[config.mk]
export PLATFORM = sky130hd
export DESIGN_NAME = math_multiplier_shiftadd
export DESIGN_NICKNAME = d
export VERILOG_FILES = /design/src/rtl/math_multiplier_shiftadd.sv
export SDC_FILE = /design/constraint.sdc
export NUM_CORES = 1
export LEC_CHECK = 0
export ABC_CLOCK_PERIOD_IN_PS = 2100
export BUFFER_PORTS_ARGS = -buffer_cell sky130_fd_sc_hd__buf_2
export CAP_MARGIN = 20
export CORE_MARGIN = 8
export CORE_UTILIZATION = 48
export DETAILED_ROUTE_END_ITERATION = 16
export PLACE_DENSITY = 0.83
export SYNTH_ARGS = -nofsm -noshare
export SYNTH_HDL_FRONTEND = slang
export SYNTH_SLANG_ARGS = --single-unit
[constraint.sdc]
create_clock -name clk -period 2.1 [get_ports clk]
set_clock_uncertainty 0.15 [all_clocks]
set_input_delay 0.21 -clock clk [delete_from_list [all_inputs] [get_ports clk]]
set_output_delay 0.21 -clock clk [all_outputs]
set_load 0.03 [all_outputs]
[src/rtl/math_multiplier_shiftadd.sv]
// Iterative unsigned NxN shift-and-add multiplier: one add-and-shift per clock,
// exact 2N-bit product after N iterations, built on a ripple-carry adder.
module math_multiplier_shiftadd #(
    parameter int unsigned N = 4
) (
    input  logic             clk,
    input  logic             rst,
    input  logic             start,
    input  logic [N-1:0]     a,
    input  logic [N-1:0]     b,
    output logic             busy,
    output logic             done,
    output logic [2*N-1:0]   p
);

    localparam int unsigned PW = 2 * N;
    localparam int unsigned CW = $clog2(N + 1);

    typedef enum logic [1:0] {
        S_IDLE = 2'd0,
        S_RUN  = 2'd1,
        S_DONE = 2'd2
    } state_t;

    state_t          state;
    state_t          state_next;
    logic [N-1:0]    m_q;
    logic [PW-1:0]   pp_q;
    logic [CW-1:0]   cnt_q;
    logic [N-1:0]    addend;
    logic [N:0]      add_s;
    logic [PW-1:0]   pp_shift;
    logic            last_iter;
    logic            accept;
    logic            busy_d;
    logic            done_d;

    // Add the multiplicand into the upper half when the current multiplier bit is set.
    assign addend    = pp_q[0] ? m_q : '0;
    assign last_iter = (cnt_q == CW'(1));

    math_adder_ripple #(
        .N (N)
    ) u_add (
        .a  (pp_q[PW-1:N]),
        .b  (addend),
        .ci (1'b0),
        .s  (add_s)
    );

    // The carry s[N] becomes the new MSB, so the result is exact for all operands.
    assign pp_shift = {add_s, pp_q[N-1:1]};

    // State register
    always_ff @(posedge clk) begin
        if (rst) begin
            state <= S_IDLE;
        end else begin
            state <= state_next;
        end
    end

    // Next-state logic
    always_comb begin
        state_next = state;
        case (state)
            S_IDLE: if (start) state_next = S_RUN;
            S_RUN:  if (last_iter) state_next = S_DONE;
            S_DONE: state_next = start ? S_RUN : S_IDLE;
            default: state_next = S_IDLE;
        endcase
    end

    // Output / control decode
    always_comb begin
        accept = 1'b0;
        busy_d = 1'b0;
        done_d = 1'b0;
        if ((state == S_IDLE) || (state == S_DONE)) begin
            accept = start;
        end
        busy_d = (state_next == S_RUN);
        done_d = (state_next == S_DONE);
    end

    // Datapath and registered outputs
    always_ff @(posedge clk) begin
        if (rst) begin
            m_q   <= '0;
            pp_q  <= '0;
            cnt_q <= '0;
            p     <= '0;
            busy  <= 1'b0;
            done  <= 1'b0;
        end else begin
            busy <= busy_d;
            done <= done_d;
            if (accept) begin
                m_q   <= a;
                pp_q  <= {N'(0), b};
                cnt_q <= CW'(N);
            end else if (state == S_RUN) begin
                pp_q  <= pp_shift;
                cnt_q <= cnt_q - CW'(1);
                if (last_iter) begin
                    p <= pp_shift;
                end
            end
        end
    end

endmodule

// N-bit ripple-carry adder with the carry-out folded in as sum bit N.
module math_adder_ripple #(
    parameter int unsigned N = 4
) (
    input  logic [N-1:0] a,
    input  logic [N-1:0] b,
    input  logic         ci,
    output logic [N:0]   s
);

    logic carry;

    always_comb begin
        s     = '0;
        carry = ci;
        for (int i = 0; i < int'(N); i++) begin
            s[i]  = a[i] ^ b[i] ^ carry;
            carry = (a[i] & b[i]) | (carry & (a[i] ^ b[i]));
        end
        s[N] = carry;
    end

endmodule

==> impl_metrics.py, run 1 <==
metrics = {
    "global_route": {
        "grt_overflow": 0,
        "met3_usage": 0.0187,
        "grt-busiest-layer": "met2",
        "antenna_found_initial": 0,
        "met2_usage": 0.192,
        "grt_pass1_vias": 920,
        "track_usage": 0.110,
        "grt_pass1_wl_um": 3860,
        "grt.met1_usage": 0.127,
        "grt_max_degree": 16,
    },
    "setup_path": {
        "crit_path_max_fanout": 2,
        "max_stage_delay_ns": 0.46,
        "cp_cell_sequence": "and2_4 -> ha_4 -> inv_2 -> fa_2 -> inv_2 -> fa_2 -> inv_2 -> fa_2 -> a211oi_2",
        "slowest_stage": "fa_2",
        "rr_worst_depth": 9,
        "cp_top_family": "adder cells",
        "crit_required_ns": 2.20,
        "arrival_ns": 2.29,
        "rrSetupSlack_ns": -0.09,
        "r2r_end": "pp_q[6]",
        "startpoint_type": "flip-flop",
        "worstSetupEndpointType": "flip-flop",
        "critPathKind": "flip-flop to flip-flop",
        "regToRegStartpoint": "m_q[0]",
        "critPathBufInv": 3,
    },
    "sta": {
        "max_slew_margin": 0.706,
        "rsz0062_at_grt": "true",
        "fmax_mhz": 456,
        "finalCriticalPeriod_ns": 2.19,
        "layout_worst_path_cycle_share": 1.04,
        "hold_viol": 0,
        "layout_setup_ws_ns": -0.0920,
        "worst_slew_pin_slew_ns": 0.440,
        "setup_viol": 2,
        "slew_violations": 0,
    },
    "place": {
        "pre_cts_slack_ns": -0.0962,
        "placedCellCount": 171,
        "gp_congestion": 0.849,
        "dpl.hpwl_um": 1700,
        "io_buffers": 20,
    },
    "worst_hold_path": {
        "whs_path_depth": 2,
        "holdPathEnd": "p[7]",
        "hp-start": "rst",
        "hp-class": "input port to flip-flop",
    },
    "yosys": {
        "yosysTopAreaCell": "dfxtp_1",
        "ys_types": 24,
        "synth_cells": 122,
        "synth_edf_count": 0,
        "yosysWarnings": 0,
        "syn_area_per_cell_sq_um": 9.55,
        "async_flop_share": 0,
        "synth_nets": 139,
        "ys_seq_area_frac": 0.464,
        "ys_ff_latch": 27,
        "yosysTopAreaCellShare": 0.464,
        "synth.most_common_cell": "dfxtp_1",
        "netlist_area_sq_um": 1160,
        "synthTopCellsByArea": "dfxtp_1 (46%), nand2_1 (6.4%), fa_1 (5.2%), nor2_1 (4.5%), mux2i_1 (4.3%)",
        "synth_common_cells": "dfxtp_1 (27), nand2_1 (20), nor2_1 (14), inv_1 (8), a21oi_1 (7)",
        "ys.flop_type": "dfxtp_1",
    },
    "route": {
        "drc": 0,
        "drt-vias-per-instance": 5.11,
        "wl_per_cell_um": 13.2,
        "ant_nets": 0,
        "routed_wl_um": 2390,
        "via_count": 925,
        "first_iter_violations": 23,
        "dr.pass1.iters": 4,
    },
    "cts": {
        "clock_sinks": 27,
        "htree_levels": 1,
        "cts_tree": "yes",
        "root_buffer": "clkbuf_4",
        "path_clk_slew_ns": 0.15,
        "cts_setup_buffers": 0,
        "insertion_delay_ns": 0.32,
        "cts_made_buffers": 3,
        "clock_path_buffers": 2,
    },
    "floorplan": {
        "coreArea_sq_um": 2390,
        "design.die.area_sq_um": 4260,
        "ios": 21,
        "initial_utilization": 0.488,
        "rows": 18,
        "fp.dieH_um": 65.3,
        "die_w_um": 65.3,
    },
    "final_layout": {
        "regArea_sq_um": 543,
        "nets": 169,
        "fillCellCount": 225,
        "drive_gt1_frac": 0.318,
        "multi_input_area_sq_um": 564,
        "final_cells": 181,
        "area_growth_pct": 20.8,
        "insertedDiodeCount": 0,
    },
    "status": {
        "failed_checks": "negative setup slack",
        "status": "complete, but fails checks",
    },
    "pwr": {
        "power_density_nw_per_um2": 656,
        "ir_drop_v": 0.000417,
        "p_leak_nw": 0.556,
        "power_mw": 0.924,
    },
    "run": {
        "max-cap-violations": 0,
    },
}
[area by class of cell]
| type | instances | share of cell area |
|---|---|---|
| multi-input cells | 80 | 0.401 |
| flip-flops and latches | 27 | 0.386 |
| repair buffers | 32 | 0.146 |
| well taps | 30 | 0.0267 |
| inverters | 8 | 0.0213 |
| clock buffers | 3 | 0.0160 |
| clock inverters | 1 | 0.00356 |
[worst max-delay path by stage]
stage / end / from / cells past startpoint / slack [ns]
floorplan: pp_q[6] / pp_q[0] / 9 / -0.01
global placement: pp_q[6] / m_q[0] / 9 / -0.03
detailed placement: pp_q[6] / m_q[0] / 9 / -0.1
CTS: p[6] / m_q[0] / 9 / -0.08
global route: pp_q[6] / m_q[0] / 9 / -0.17
finish: pp_q[6] / m_q[0] / 9 / -0.09
[through the flow]
stage          setup TNS [ns]  cell area [sq um]  hold slack, ns  utilization
2_1_floorplan        -0.00967               1160           0.132            -
3_3_place_gp          -0.0368               1280           0.289        0.538
3_5_place_dp           -0.168               1280           0.299        0.538
4_1_cts                -0.146               1390         0.00266        0.580
5_1_grt                -0.350               1410          0.0208        0.590
6_report               -0.159               1410          0.0116        0.590
[registers in the layout (all words and copies together), names as in the netlist]
register / count
done: 1
busy: 1
state: 2
p: 8
m_q: 4
cnt_q: 3
pp_q: 8
[where the power goes]
group	total (mW)	switching (mW)	internal, mW
Clock	0.222	0.150	0.0713
Combinational	0.144	0.0801	0.0643
Sequential	0.558	0.0179	0.540
[per-layer routing]
metal,share of wire,routed length (um)
met5,0,0
met4,0.014,34
met3,0.042,100
met2,0.54,1290
met1,0.40,960
[timing repair]
action,in CTS,in global routing
setup endpoints to repair,3,4
endpoints found under the hold margin,5,1
gates resized for setup,10,3
pin swaps,1,2
hold buffers,5,1
[cell usage in the layout, fill, tap and decap left out, types with 5 or more instances in the layout]
cell	instances
a211oi_2	5
mux2i_1	5
dlygate4sd3_1	6
buf_2	20
inv_1	5
a311oi_1	5
buf_4	6
dfxtp_1	25
nor2_1	14
a21oi_1	7
nand2_1	20
[cell families after synthesis]
kind of cell	count (synthesis)	share of synthesized area
xor gates and xnor gates	1	0.00752
and+or+nand+nor	47	0.186
adders and majority gates	6	0.0838
AOI/OAI and AO/OA	21	0.136
muxes	5	0.0430
buffers and inverters	15	0.0795
DFF	27	0.464
Note: power is estimated with default switching activity, not from simulation.
==> run 2, diff against run 1 <==
--- a/config.mk
+++ b/config.mk
@@ -11,7 +11,7 @@
 export CORE_MARGIN = 8
 export CORE_UTILIZATION = 48
 export DETAILED_ROUTE_END_ITERATION = 16
-export PLACE_DENSITY = 0.83
+export PLACE_DENSITY = 0.82
 export SYNTH_ARGS = -nofsm -noshare
 export SYNTH_HDL_FRONTEND = slang
 export SYNTH_SLANG_ARGS = --single-unit
==> constraint.sdc (replaced) <==
create_clock -name clk -period 2.1 [get_ports clk]
set_clock_uncertainty 0.15 [all_clocks]
set_input_delay 0 -clock clk [delete_from_list [all_inputs] [get_ports clk]]
set_output_delay 0 -clock clk [all_outputs]
set_load 0.03 [all_outputs]
==> run 2 against run 1 <==
Compared with the run above: the flow still finishes with violations (negative setup slack); via count rose by 2.7%; worst setup slack gained 0.021 ns; routed wire length rose by 9.5%; combinational power up 16%; first-iteration DRC count rose by 52%; clock power about the same; die area stayed put.
==> impl_metrics.py, run 2 (synthesis gave the netlist of run 1 again) <==
metrics = {
    "status": {
        "status": "complete, but fails checks",
        "failed_checks": "negative setup slack",
    },
    "sta": {
        "layout_setup_ws_ns": -0.0710,
        "fmax_mhz": 461,
        "rsz0062_at_grt": "true",
        "worst_slew_pin_slew_ns": 0.431,
        "hold_viol": 0,
        "max_slew_margin": 0.713,
        "setup_viol": 2,
        "finalCriticalPeriod_ns": 2.17,
        "layout_worst_path_cycle_share": 1.03,
        "slew_violations": 0,
    },
    "setup_path": {
        "crit_path_max_fanout": 2,
        "worstSetupEndpointType": "flip-flop",
        "arrival_ns": 2.27,
        "crit_required_ns": 2.20,
        "critPathKind": "flip-flop to flip-flop",
        "startpoint_type": "flip-flop",
    },
    "cts": {
        "cts_tree": "yes",
        "clock_path_buffers": 2,
        "root_buffer": "clkbuf_4",
        "cts_made_buffers": 3,
        "path_clk_slew_ns": 0.13,
        "insertion_delay_ns": 0.33,
        "cts_setup_buffers": 0,
        "clock_sinks": 27,
        "htree_levels": 1,
    },
    "floorplan": {
        "fp.dieH_um": 65.3,
        "die_w_um": 65.3,
        "initial_utilization": 0.488,
        "ios": 21,
        "coreArea_sq_um": 2390,
        "rows": 18,
        "design.die.area_sq_um": 4260,
    },
    "route": {
        "wl_per_cell_um": 13.6,
        "drc": 0,
        "ant_nets": 0,
        "first_iter_violations": 35,
        "routed_wl_um": 2620,
        "dr.pass1.iters": 4,
        "via_count": 950,
        "drt-vias-per-instance": 4.95,
    },
    "global_route": {
        "antenna_found_initial": 0,
        "grt_pass1_wl_um": 4380,
        "grt_overflow": 0,
        "grt_pass1_vias": 1021,
        "track_usage": 0.130,
        "grt_max_degree": 23,
    },
    "worst_hold_path": {
        "hp-class": "flip-flop to flip-flop",
    },
    "pwr": {
        "power_mw": 0.949,
        "p_leak_nw": 0.601,
        "power_density_nw_per_um2": 624,
        "ir_drop_v": 0.000537,
    },
    "run": {
        "max-cap-violations": 0,
    },
    "place": {
        "io_buffers": 20,
        "pre_cts_slack_ns": -0.0879,
        "dpl.hpwl_um": 1740,
        "dpl_cell_area_sq_um": 1280,
        "gp_congestion": 0.827,
    },
    "final_layout": {
        "insertedDiodeCount": 0,
        "nets": 180,
        "final_area_sq_um": 1520,
        "mostFrequentLayoutCells": "dfxtp_1 (25), nand2_1 (20), buf_2 (20)",
        "layout_commonest_cell": "dfxtp_1",
        "fin_util": 0.637,
        "area_growth_pct": 30.5,
        "reg_top3": "p (8), pp_q (8), m_q (4)",
        "drive_gt1_frac": 0.290,
    },
}
[run 2: cell count changes in the layout (fill, tap and decap cells not counted), sizes merged]
cell	delta
buf	-1
dlygate4sd3	+12
[run 2: per-stage QoR]
step	std cells	setup TNS (ns)	hold WS [ns]
2_1_floorplan	122	-0.00967	-0.0784
3_3_place_gp	170	-0.0251	0.102
3_5_place_dp	170	-0.145	0.106
4_1_cts	192	-0.138	0.312
5_1_grt	192	-0.263	0.325
6_report	192	-0.139	0.313
[run 2: worst max-delay path: stages (launching register included)]
cell and delay, ns:
dfxtp_2 0.34, and2_4 0.15, ha_4 0.15, inv_2 0.04, fa_2 0.19, inv_2 0.04, fa_2 0.32, inv_2 0.06
fa_2 0.45, a211oi_2 0.20
[run 2: worst paths after layout]
check	slack, ns	from	cells after the start	end
hold / removal	0.31	m_q[0]	2	m_q[0]
setup / recovery	-0.07	m_q[0]	9	pp_q[6]
hold reg to reg	0.31	m_q[0]	2	m_q[0]
setup reg to reg	-0.07	m_q[0]	9	pp_q[6]
[run 2: final cells by class]
class / count / area, sq um
fillers: 192 / 867
multi-input cells: 80 / 564
flip-flops and latches: 27 / 543
repair buffers: 43 / 318
well taps: 30 / 37.5
inverters: 8 / 30.0
clock buffers: 3 / 22.5
clock inverters: 1 / 5.00
[run 2: where the power goes]
group	switching (mW)	internal (mW)
Combinational	0.0851	0.0814
Sequential	0.0189	0.540
Clock	0.152	0.0715
[run 2: metal layers]
| layer | wire length, um | global-route usage |
|---|---|---|
| met1 | 1120 | 0.144 |
| met2 | 1270 | 0.221 |
| met3 | 128 | 0.0204 |
| met4 | 98 | 0.0926 |
| met5 | 0 | 0 |
[run 2: timing repair]
item,4_1_cts,5_1_grt
resized for setup,13,0
setup endpoints to repair,3,4
pin swaps,3,2
hold endpoints to repair,21,0
hold buffers,18,0
